File: src/rtl/fifo_arb_if.sv
// fifo_arb_if -- requester/FIFO-side bundle for fifo_arb.
//   RQ_STB  [3:0]         per-requester write strobe
//   RQ_DAT  [4*WIDTH-1:0] per-requester data, requester i at [i*WIDTH +: WIDTH]
//   RQ_ACK  [3:0]         per-requester accept (word taken this cycle)
//   FI_STB                write strobe to the shared FIFO
//   FI_DAT  [WIDTH-1:0]   write data to the shared FIFO
//   FI_BSY                shared FIFO full; no write taken while high
//   GNT     [1:0]         index of the granted requester
//   GNT_VLD               a grant is currently held
// slave is the arbiter side, master is the requester/FIFO side.
interface fifo_arb_if #(
  parameter int WIDTH = 8
);
  logic [3:0]         RQ_STB;
  logic [4*WIDTH-1:0] RQ_DAT;
  logic [3:0]         RQ_ACK;
  logic               FI_STB;
  logic [WIDTH-1:0]   FI_DAT;
  logic               FI_BSY;
  logic [1:0]         GNT;
  logic               GNT_VLD;

  modport slave (
    input  RQ_STB, RQ_DAT, FI_BSY,
    output RQ_ACK, FI_STB, FI_DAT, GNT, GNT_VLD
  );

  modport master (
    output RQ_STB, RQ_DAT, FI_BSY,
    input  RQ_ACK, FI_STB, FI_DAT, GNT, GNT_VLD
  );
endinterface

File: src/rtl/fifo_arb.sv
// fifo_arb -- four-requester round-robin arbiter feeding one shared FIFO.
// A winner holds the grant for up to BURST accepted words, or until it drops
// its strobe; the next winner is chosen in the same cycle so back-to-back
// bursts have no idle gap.
// Ports:
//   CLK   single clock, rising edge
//   RST   asynchronous active-low reset
//   bus   fifo_arb_if.slave (requester strobes/data/acks, FIFO write side,
//         grant status). The interface WIDTH must equal this WIDTH.
module fifo_arb #(
  parameter int WIDTH = 8,
  parameter int BURST = 4   // 1..16
) (
  input  logic       CLK,
  input  logic       RST,
  fifo_arb_if.slave  bus
);

  typedef enum logic {IDLE, XFER} state_t;

  localparam logic [3:0] LAST_CNT = 4'(BURST - 1);

  state_t     state_q, state_d;
  logic [1:0] gnt_q, gnt_d;
  logic [1:0] ptr_q, ptr_d;
  logic [3:0] cnt_q, cnt_d;

  logic       fi_stb;
  logic       any_req;
  logic       grant_end;

  // First requester with its strobe high, searching base+1 .. base+4 (mod 4).
  function automatic logic [1:0] rr_pick(input logic [1:0] base,
                                         input logic [3:0] req);
    logic [1:0] pick;
    logic [1:0] idx;
    logic       found;
    pick  = base;
    found = 1'b0;
    for (int k = 1; k <= 4; k++) begin
      idx = base + 2'(k);
      if (!found && req[idx]) begin
        pick  = idx;
        found = 1'b1;
      end
    end
    return pick;
  endfunction

  assign any_req   = |bus.RQ_STB;
  assign fi_stb    = (state_q == XFER) && bus.RQ_STB[gnt_q] && !bus.FI_BSY;
  // Burst exhausted on this write, or the holder withdrew its strobe.
  assign grant_end = (fi_stb && (cnt_q == LAST_CNT)) || !bus.RQ_STB[gnt_q];

  always_comb begin
    // NOTE: every next-state signal gets a default first so no path leaves it
    // unassigned; that is what keeps this block free of inferred latches.
    state_d = state_q;
    gnt_d   = gnt_q;
    ptr_d   = ptr_q;
    cnt_d   = cnt_q;
    unique case (state_q)
      IDLE: begin
        if (any_req) begin
          gnt_d   = rr_pick(ptr_q, bus.RQ_STB);
          cnt_d   = '0;
          state_d = XFER;
        end
      end
      XFER: begin
        if (grant_end) begin
          // The ending holder becomes the new round-robin pointer, and the
          // search starts just after it in this same cycle.
          ptr_d = gnt_q;
          if (any_req) begin
            gnt_d = rr_pick(gnt_q, bus.RQ_STB);
            cnt_d = '0;
          end else begin
            state_d = IDLE;
          end
        end else if (fi_stb) begin
          cnt_d = cnt_q + 4'd1;
        end
        // FI_BSY high with the strobe still up: everything holds (stall).
      end
      default: state_d = IDLE;
    endcase
  end

  // NOTE: state registers use non-blocking assignments so every flop samples
  // the pre-edge values regardless of process evaluation order.
  always_ff @(posedge CLK or negedge RST) begin
    if (!RST) begin
      state_q <= IDLE;
      gnt_q   <= 2'd0;
      ptr_q   <= 2'd3;   // requester 0 gets first priority after reset
      cnt_q   <= 4'd0;
    end else begin
      state_q <= state_d;
      gnt_q   <= gnt_d;
      ptr_q   <= ptr_d;
      cnt_q   <= cnt_d;
    end
  end

  assign bus.FI_STB  = fi_stb;
  assign bus.FI_DAT  = bus.RQ_DAT[gnt_q*WIDTH +: WIDTH];
  assign bus.RQ_ACK  = fi_stb ? (4'b0001 << gnt_q) : 4'b0000;
  assign bus.GNT     = gnt_q;
  assign bus.GNT_VLD = (state_q == XFER);

endmodule
File: src/flat_wrapper.sv
// flat-port wrapper written by rule: the top's interface ports become plain ports
module fifo_arb_flat 
#(
  parameter int WIDTH = 8,
  parameter int BURST = 4           
)
  (CLK, RST, bus_RQ_STB, bus_RQ_DAT, bus_FI_BSY, bus_RQ_ACK, bus_FI_STB, bus_FI_DAT, bus_GNT, bus_GNT_VLD);
  fifo_arb_if #(.WIDTH(WIDTH)) bus_i ();
  input  logic CLK;
  input  logic RST;
  input wire logic [$bits(bus_i.RQ_STB)-1:0] bus_RQ_STB;
  input wire logic [$bits(bus_i.RQ_DAT)-1:0] bus_RQ_DAT;
  input wire logic [$bits(bus_i.FI_BSY)-1:0] bus_FI_BSY;
  output wire logic [$bits(bus_i.RQ_ACK)-1:0] bus_RQ_ACK;
  output wire logic [$bits(bus_i.FI_STB)-1:0] bus_FI_STB;
  output wire logic [$bits(bus_i.FI_DAT)-1:0] bus_FI_DAT;
  output wire logic [$bits(bus_i.GNT)-1:0] bus_GNT;
  output wire logic [$bits(bus_i.GNT_VLD)-1:0] bus_GNT_VLD;
  assign bus_i.RQ_STB = bus_RQ_STB;
  assign bus_i.RQ_DAT = bus_RQ_DAT;
  assign bus_i.FI_BSY = bus_FI_BSY;
  assign bus_RQ_ACK = bus_i.RQ_ACK;
  assign bus_FI_STB = bus_i.FI_STB;
  assign bus_FI_DAT = bus_i.FI_DAT;
  assign bus_GNT = bus_i.GNT;
  assign bus_GNT_VLD = bus_i.GNT_VLD;
  fifo_arb #(.WIDTH(WIDTH), .BURST(BURST)) u_core (.CLK(CLK), .RST(RST), .bus(bus_i));
endmodule
File: config.mk
export PLATFORM = sky130hd
export DESIGN_NAME = fifo_arb_flat
export DESIGN_NICKNAME = d
export VERILOG_FILES = /design/src/rtl/fifo_arb_if.sv /design/src/rtl/fifo_arb.sv /design/src/flat_wrapper.sv
export SDC_FILE = /design/constraint.sdc
export NUM_CORES = 1
export LEC_CHECK = 0
export ABC_AREA = 1
export BUFFER_PORTS_ARGS = -buffer_cell sky130_fd_sc_hd__buf_2
export CELL_PAD_IN_SITES_DETAIL_PLACEMENT = 0
export CELL_PAD_IN_SITES_GLOBAL_PLACEMENT = 1
export CORE_MARGIN = 4
export CORE_UTILIZATION = 30
export CTS_CLUSTER_SIZE = 14
export DETAILED_ROUTE_END_ITERATION = 8
export PLACE_DENSITY = 0.77
export SYNTH_ARGS = -nofsm -noshare
export SYNTH_HDL_FRONTEND = slang
export SYNTH_SLANG_ARGS = --single-unit
File: constraint.sdc
create_clock -name CLK -period 2.6 [get_ports CLK]
set_input_delay 0.39 -clock CLK [delete_from_list [all_inputs] [get_ports CLK]]
set_output_delay 0.39 -clock CLK [all_outputs]
set_load 0.05 [all_outputs]
; ---- Word level (Yosys, flattened, before mapping)
; Cells that the tools add are included.
[classes]
add_sub_neg = 7
multipliers = 0
div_mod_pow = 0
magnitude_cmp = 8
n_eq_ne = 7
n_shift = 2
mux = 57
n_bitwise = 1
reduce_logical = 21
[op_table]
columns = op, n
row1 = variable part select 32 x 6 -> 8 bit, 1
row2 = two-way mux 1 bit, 31
row3 = < comparator 2 x 3 -> 1 bit (second input constant), 8
row4 = two-way mux 2 bit, 11
row5 = binary-select mux 1 bit (select 2 bit), 8
row6 = two-way mux 4 bit, 4
row7 = logical AND 1 bit, 9
row8 = adder 2 bit (second input constant), 4
row9 = logical NOT 1 bit, 8
row10 = one-hot mux 4 bit (2 select lines), 1
row11 = != test 2 bit (second input constant), 3
row12 = AND reduction 5 bit, 1
row13 = adder 2 x 1 -> 2 bit (second input constant), 2
row14 = adder 4 x 1 -> 4 bit (second input constant), 1
row15 = equality test 4 x 2 -> 1 bit (second input constant), 1
row16 = != test 4 bit (second input constant), 1
row17 = one-hot mux 2 bit (2 select lines), 1
row18 = OR reduction 4 bit, 1
row19 = << shifter 1 x 2 -> 4 bit (first input constant), 1
row20 = != test 3 bit (second input constant), 1
row21 = != test 2 x 1 -> 1 bit (second input constant), 1
row22 = one-hot mux 1 bit (2 select lines), 1
row23 = AND reduction 2 bit, 1
row24 = logical OR 1 bit, 1
row25 = inverter 1 bit, 1
[totals]
regBits = 9
latch_bits = 0
ram_bits = 0
rom_bits = 0
input_bits = 39
output_inout_bits = 16
word_cells = 107
mem_count = 0

; ---- Logic depth before layout (Yosys ltp)
; Gate-level depths: netlist of the first run.
[depth]
word_depth = 26
mapped_depth = 16
ltp_nobuf = 14

; ---- Least setup slack after synthesis of the first run
; No wires, ideal clock.
[synth_timing]
path_type = reg2out
start = reg u_core.gnt_q[0], in the netlist u_core.bus.GNT[0]
end = out bus_RQ_ACK[0]
arrival_ns = 2.186
setup_slack_ns = 0.024
path_stages_with_launch = 7
path_cell_list = dfrtp_1 nand2_1 nand3_2 nand3_4 nor2_8 inv_2 nor2_1
[synth_between]
elab_chain_len = 5
elab_cells_between_ends = 6
[synth_rtl]
columns = element, line_no
row1 = start: declaration, fifo_arb.sv:24  ; logic [1:0] gnt_q, gnt_d;
row2 = start signal: assignment, fifo_arb.sv:100  ; gnt_q <= gnt_d;
row3 = binary-select mux 1 bit (select 2 bit), fifo_arb.sv:51  ; assign fi_stb = (state_q == XFER) && bus.RQ_STB[gnt_q] && !bus.FI_BSY;
row4 = two-way mux 1 bit (not written as such), fifo_arb.sv:51
row5 = logical AND 1 bit (2 in series), fifo_arb.sv:51
row6 = via bus_FI_STB, flat_wrapper.sv:15  ; output wire logic [$bits(bus_i.FI_STB)-1:0] bus_FI_STB;
row7 = two-way mux 4 bit, fifo_arb.sv:108  ; assign bus.RQ_ACK = fi_stb ? (4'b0001 << gnt_q) : 4'b0000;
row8 = end: declaration, flat_wrapper.sv:14  ; output wire logic [$bits(bus_i.RQ_ACK)-1:0] bus_RQ_ACK;
; The timed path passes the listed nets, and every way through them passes these cells. The select of a mux whose other input is x is not followed.

; ---- Worst setup path after layout of the first run
[layout_timing]
start = reg u_core.gnt_q[0], in the netlist u_core.bus.GNT[0]
end = out bus_RQ_ACK[2]
[layout_between]
elab_chain_len = 5
elab_cells_between_ends = 6
[layout_rtl]
columns = element, line_no
row1 = binary-select mux 1 bit (select 2 bit), fifo_arb.sv:51
row2 = two-way mux 1 bit (not written as such), fifo_arb.sv:51
row3 = logical AND 1 bit (2 in series), fifo_arb.sv:51
row4 = two-way mux 4 bit (*), fifo_arb.sv:108
; Every way passes the cells marked *; elsewhere a longest branch is shown, timed or not. The select of a mux whose other input is x is not followed.

==> results of run 1 <==
==> cells in the final DEF, fill, tap and decap left out, drive strengths merged <==
master,n
a21oi,3
a32o,1
buf,56
clkbuf,4
dfrtp,7
dfstp,2
ha,5
inv,23
nand2,66
nand3,22
nand3b,1
nand4,1
nor2,25
nor3,1
o21ai,24
o22ai,9
xnor2,1
xor2,1
==> metal layers <==
layer,vias to the layer above,wire length [um],global-route usage
li1,753,-,-
met1,613,1420,0.166
met2,35,1670,0.253
met3,2,207,0.0432
met4,0,4,0.0128
met5,-,0,0
==> worst paths after layout <==
path | to | start | depth (start not counted)
hold reg to reg | u_core.cnt_q[0] | u_core.cnt_q[0] | 1
hold / removal | u_core.cnt_q[2] | RST | 1
min in group CLK | u_core.cnt_q[0] | u_core.cnt_q[0] | 1
max in group asynchronous | u_core.ptr_q[0] | RST | 1
setup reg to reg | u_core.bus.GNT[0] | u_core.bus.GNT[0] | 14
setup / recovery | bus_RQ_ACK[2] | u_core.bus.GNT[0] | 8
==> worst register-to-register path, stage by stage (launching register included) <==
cell and delay, ps:
dfrtp_1 380, inv_2 300, ha_1 350, inv_1 90, nand3_1 70, nand2_1 140, nand2_1 70, inv_1 60
nand2_2 40, nand2_2 60, nor2_2 50, o21ai_1 70, nand2_1 60, nand2_1 80, inv_1 40
==> flip-flops by register name, summed over array words and instances, names as in the netlist <==
name,cells
u_core.cnt_q,4
u_core.bus.GNT,2
u_core.ptr_q,2
u_core.bus.GNT_VLD,1
==> through the flow <==
stage	cells	worst slack, ps	instance area [um2]	power [mW]	hold slack, ps
3_5_place_dp	296	556	1480	2.07	250
2_1_floorplan	199	23.6	1170	1.72	94.4
3_3_place_gp	296	607	1480	2.08	247
6_report	300	331	1520	2.21	4.61
4_1_cts	300	300	1520	2.24	5.55
5_1_grt	300	112	1520	2.46	1.08
==> cell type report <==
| class | count | area (um2) | area share |
|---|---|---|---|
| Clock buffer | 4 | 45.0 | 0.0296 |
| Tap cell | 48 | 60.1 | 0.0395 |
| Timing Repair Buffer | 56 | 285 | 0.188 |
| Inverter | 23 | 86.3 | 0.0567 |
| Multi-Input combinational cell | 160 | 817 | 0.537 |
| Sequential cell | 9 | 228 | 0.150 |
==> cell usage after synthesis (all sizes together) <==
cell / instances
xor2: 1
xnor2: 1
nand3: 22
o21ai: 24
a21oi: 3
inv: 23
ha: 5
nand3b: 1
nand4: 1
o22ai: 9
dfrtp: 7
nor3: 1
nand2: 66
nor2: 25
buf: 4
dfstp: 2
clkbuf: 3
a32o: 1
==> logic make-up after synthesis <==
group	Yosys count	synth area share
fa+ha+maj	5	0.0534
compound gates	37	0.175
xor+xnor	2	0.0150
flops	9	0.194
buf+inv	30	0.108
simple gates	116	0.454
==> power groups by stage <==
stage	Sequential [mW]	Combinational [mW]	Clock [mW]
2_1_floorplan	0.313	1.40	0
3_3_place_gp	0.261	1.82	0
3_5_place_dp	0.262	1.81	0
4_1_cts	0.260	1.82	0.162
5_1_grt	0.268	2.01	0.177
6_report	0.261	1.79	0.156
==> metrics.txt, run 1 <==
drt wl/cell=11.0 um; top cell type's share of synthesized area=0.192; Yosys reg bits=9; Least-Margin Pin Slew=378 ps; grt ovf=0; cell taking the most area after synthesis=nand2_1; final worst-path cycle share=0.873; Synth area leaders=nand2_1 (19%), dfrtp_1 (15%), nand3_1 (7.7%); critical path type=reg -> out; Sequential Power Share=0.118; CP required=2210 ps; crit path time final=2270 ps; Max Clock Skew=3.38 ps; Post-CTS Setup Bufs=0; Initial DRC Count=39; reg-to-reg slack, setup=630 ps; Hold Path Class=in -> async; total track usage=0.140; Critical Path Fanout Max=25; global-route wire length before repair=5730 um; total wire length=3300 um; Buf+Inv Stages, Crit Path=3; Synth Area per Inst=5.89 um2; Initial DRT Pass Iterations=6; Comb power frac=0.812; Leak=0.849 nW; sw frac=0.627; Max Slew Vio Count=0; CTS Buffer Depth=2; HPWL Detailed=2650 um; Arrival @ worst endpoint=1880 ps; NumNets Final=297; Cell Int Power=0.824 mW; vias in the first global route=1346; largest net degree at the start of global routing=26; n_diodes=0; # hold bufs at CTS=0; layout cell share with drive strength beyond 1=0.321; Slowest cell on crit path=dfrtp_1; Die ar.=4970 um2; number of synthesis warnings=0; synthesized instance count=199; via count=1403; TNS Setup=0 ps; Synthesized Nets=243; FMAX=441 MHz; status=completed; Site Rows=22; DRC viols=0; Vias/cell=4.68; # setup viols final=0; RSZ-0062 raised after global routing=false; DRT antenna net count=0; final hold viol count=0; Cell Chain, Critical Path=inv_2, nand2_1, nand3_2, nand3_4, nor2_8, inv_2, nor2_1, buf_2; sequential fraction of the synthesis area=0.194; Max VDD drop=0.000570 V; Max-slew headroom=0.748; clk_lat worst skew=230 ps; Core Box Area=3720 um2; Layout area overhead=29.9%; Worst-path clk slew=40 ps; PostCTS Resize Cnt=0; crit start category=register; io pins=55; CP most frequent cell=inv_2; Clock Sinks=9; htree depth=1; Finished Core Util=0.409; Top delay family on crit path=simple AND/OR/NAND/NOR gates; Die W=70.5 um; Root Buffer Master=clkbuf_8; TritonCTS clock tree=built; RePlAce Congestion=0.765; Largest stage delay, worst path=380 ps; Initial Util=0.315; Pwr Density=1450 nW/um2; maxcap violations=0; CTS buffer count=3; Synth Cell Area=1170 um2; clock share of power=0.070; fillers=438; Netlist cell types=28; Crit. End Element=output pin; port bufs=54; initial antenna violation count=0; Vert. Die Dim=70.5 um; NetSw=1.39 mW
No activity file was read; power rests on OpenSTA's default activity.
==> run 2: changes to the inputs <==
--- a/config.mk
+++ b/config.mk
@@ -9,7 +9,6 @@
 export BUFFER_PORTS_ARGS = -buffer_cell sky130_fd_sc_hd__buf_2
 export CELL_PAD_IN_SITES_DETAIL_PLACEMENT = 0
 export CELL_PAD_IN_SITES_GLOBAL_PLACEMENT = 1
-export CORE_MARGIN = 4
 export CORE_UTILIZATION = 30
 export CTS_CLUSTER_SIZE = 14
 export DETAILED_ROUTE_END_ITERATION = 8
==> metrics.txt, run 2 (synthesis results as in run 1) <==
Layout area overhead=30.6%; commonest non-fill, non-tap cells in the layout=nand2_1 (60), buf_2 (54), nor2_1 (23), nand3_1 (18); via count=1432 (+2.1%); DRC viols=0 (unchanged); post-route cell area=1530 um2 (+0.49%); largest net degree at the start of global routing=22 (-15%); layout cell share with drive strength beyond 1=0.324 (+0.00268); met2 routed WL=1510 um (-9.4%); fillers=439 (+0.23%); drt wl/cell=10.9 um (-0.91%); HPWL Detailed=2580 um (-2.7%); RSZ-0062 raised after global routing=false; critical path type=reg -> out; Worst-path clk slew=50 ps (about the same); TNS Setup=0 ps (unchanged); Crit. End Element=output pin; Post-CTS Setup Bufs=0 (unchanged); sw frac=0.626 (-0.00168); setup ws final=479 ps (+148 ps); port bufs=54 (unchanged); area occupied by multi-input gates=817 um2 (unchanged); Cell Chain, Critical Path=inv_2, nand2_1, nand3_2, nand3_4, nor2_8, inv_2, nor2_1, buf_2; Top reg by flops=u_core.cnt_q; Largest stage delay, worst path=440 ps (+60 ps); Comb power frac=0.805 (-0.007); Initial DRT Pass Iterations=4 (-2); io pins=55 (unchanged); final hold viol count=0 (unchanged); Hold Path Class=in -> async; Max VDD drop=0.000626 V (+9.7%); Sequential Power Share=0.123 (+0.005); # setup viols final=0 (unchanged); total wire length=3290 um (-0.58%); CTS Buffer Depth=2 (unchanged); Die W=64.5 um (-8.5%); grt ovf=0 (unchanged); Max Clock Skew=1.97 ps (-1.41 ps); Clock Sinks=9 (unchanged); Metal-1 WL=1590 um (+12%); Placed Area=1480 um2 (+0.51%); Pwr Density=1460 nW/um2 (+0.31%); status=completed; met3 wire length=182 um (-12%); worst r2r src=u_core.bus.GNT[1]; CP most frequent cell=inv_2; Vias/cell=4.76 (+1.7%); clk_lat worst skew=230 ps (about the same); htree depth=1 (unchanged); Initial Util=0.315 (unchanged); crit path time final=2120 ps (-148 ps); vias in the first global route=1305 (-3.0%); FMAX=472 MHz (+7.0%); Root Buffer Master=clkbuf_8; maxcap violations=0 (unchanged); Max-slew headroom=0.813 (+0.0652); CTS buffer count=3 (unchanged); max FFs per register=4 (unchanged); final worst-path cycle share=0.816 (-0.0570); Die ar.=4160 um2 (-16%); TritonCTS clock tree=built; Overall Power=2.23 mW (+0.81%); RePlAce Congestion=0.761 (-0.54%); Top delay family on crit path=simple AND/OR/NAND/NOR gates; PostCTS Resize Cnt=0 (unchanged); CP startpoint=u_core.bus.GNT[0]; NetSw=1.39 mW (+0.54%); Site Rows=22 (unchanged); total track usage=0.172 (+0.0321); FF/Latch Area=228 um2 (unchanged); Critical Path Fanout Max=6 (-76%); Max Slew Vio Count=0 (unchanged); Vert. Die Dim=64.5 um (-8.5%); Cell Int Power=0.835 mW (+1.3%); # hold bufs at CTS=0 (unchanged); initial antenna violation count=0 (unchanged); Slowest cell on crit path=dfrtp_1; NumNets Final=298 (+0.34%); Core Box Area=3720 um2 (unchanged); Buf+Inv Stages, Crit Path=3 (unchanged); Initial DRC Count=77 (+97%); Leak=0.854 nW (+0.58%); CP required=2210 ps (about the same); most common cell after layout, fill and taps aside=nand2_1; global-route wire length before repair=5760 um (+0.49%); clock share of power=0.073 (+0.003); n_diodes=0 (unchanged); dpl ws=732 ps (+176 ps); Least-Margin Pin Slew=279 ps (-99.1 ps); highest metal used=met3; crit start category=register; Arrival @ worst endpoint=1730 ps (-150 ps); DRT antenna net count=0 (unchanged)
-- run 2: changes by cell type in the layout (fill, tap and decap cells not counted) --
cell	previous run	this run
buf_4	2	3
-- run 2: worst register-to-register path, cell delays in order (launching register included) --
cell and delay [ps]:
dfrtp_1 390, inv_2 210, ha_1 320, inv_1 90, nand3_1 80, nand2_1 130, nand2_1 70, inv_1 60
nand2_2 40, nand2_2 70, nor2_2 50, o21ai_1 80, nand2_1 70, nand2_1 70, inv_1 30
-- run 2: per-layer routing --
metal | vias up | track usage
met3 | 0 | 0.0335
met5 | - | 0
met1 | 623 | 0.232
li1 | 761 | -
met2 | 48 | 0.291
met4 | 0 | 0.0167
-- run 2: layout make-up --
| cell class | count | area share |
|---|---|---|
| Sequential cell | 9 | 0.149 |
| Inverter | 23 | 0.0565 |
| Multi-Input combinational cell | 160 | 0.534 |
| Clock buffer | 4 | 0.0295 |
| Timing Repair Buffer | 57 | 0.191 |
| Tap cell | 48 | 0.0393 |
-- run 2: power by group through the flow --
stage	sequential [mW]	combinational (mW)	clock [mW]
CTS	0.273	1.81	0.167
global route	0.286	2.00	0.176
detailed placement	0.274	1.80	0
floorplan	0.313	1.40	0
finish	0.273	1.79	0.162
global placement	0.273	1.80	0
-- run 2: path summary, 6_finish.rpt --
| check | endpoint | slack, ps | depth (start not counted) |
|---|---|---|---|
| max in group asynchronous | u_core.ptr_q[1] | 2340 | 1 |
| worst min register to register | u_core.ptr_q[1] | 510 | 2 |
| min in group CLK | u_core.ptr_q[1] | 510 | 2 |
| worst min-delay path | u_core.cnt_q[3] | 6 | 1 |
| worst max-delay path | bus_RQ_ACK[0] | 480 | 8 |
| worst max register to register | u_core.bus.GNT[0] | 740 | 14 |
-- run 2: stage by stage --
step	hold slack (ps)	std cells	util
2_1_floorplan	94.4	199	-
3_3_place_gp	255	297	0.399
3_5_place_dp	257	297	0.399
4_1_cts	9.75	301	0.411
5_1_grt	15.6	301	0.411
6_report	6.01	301	0.411
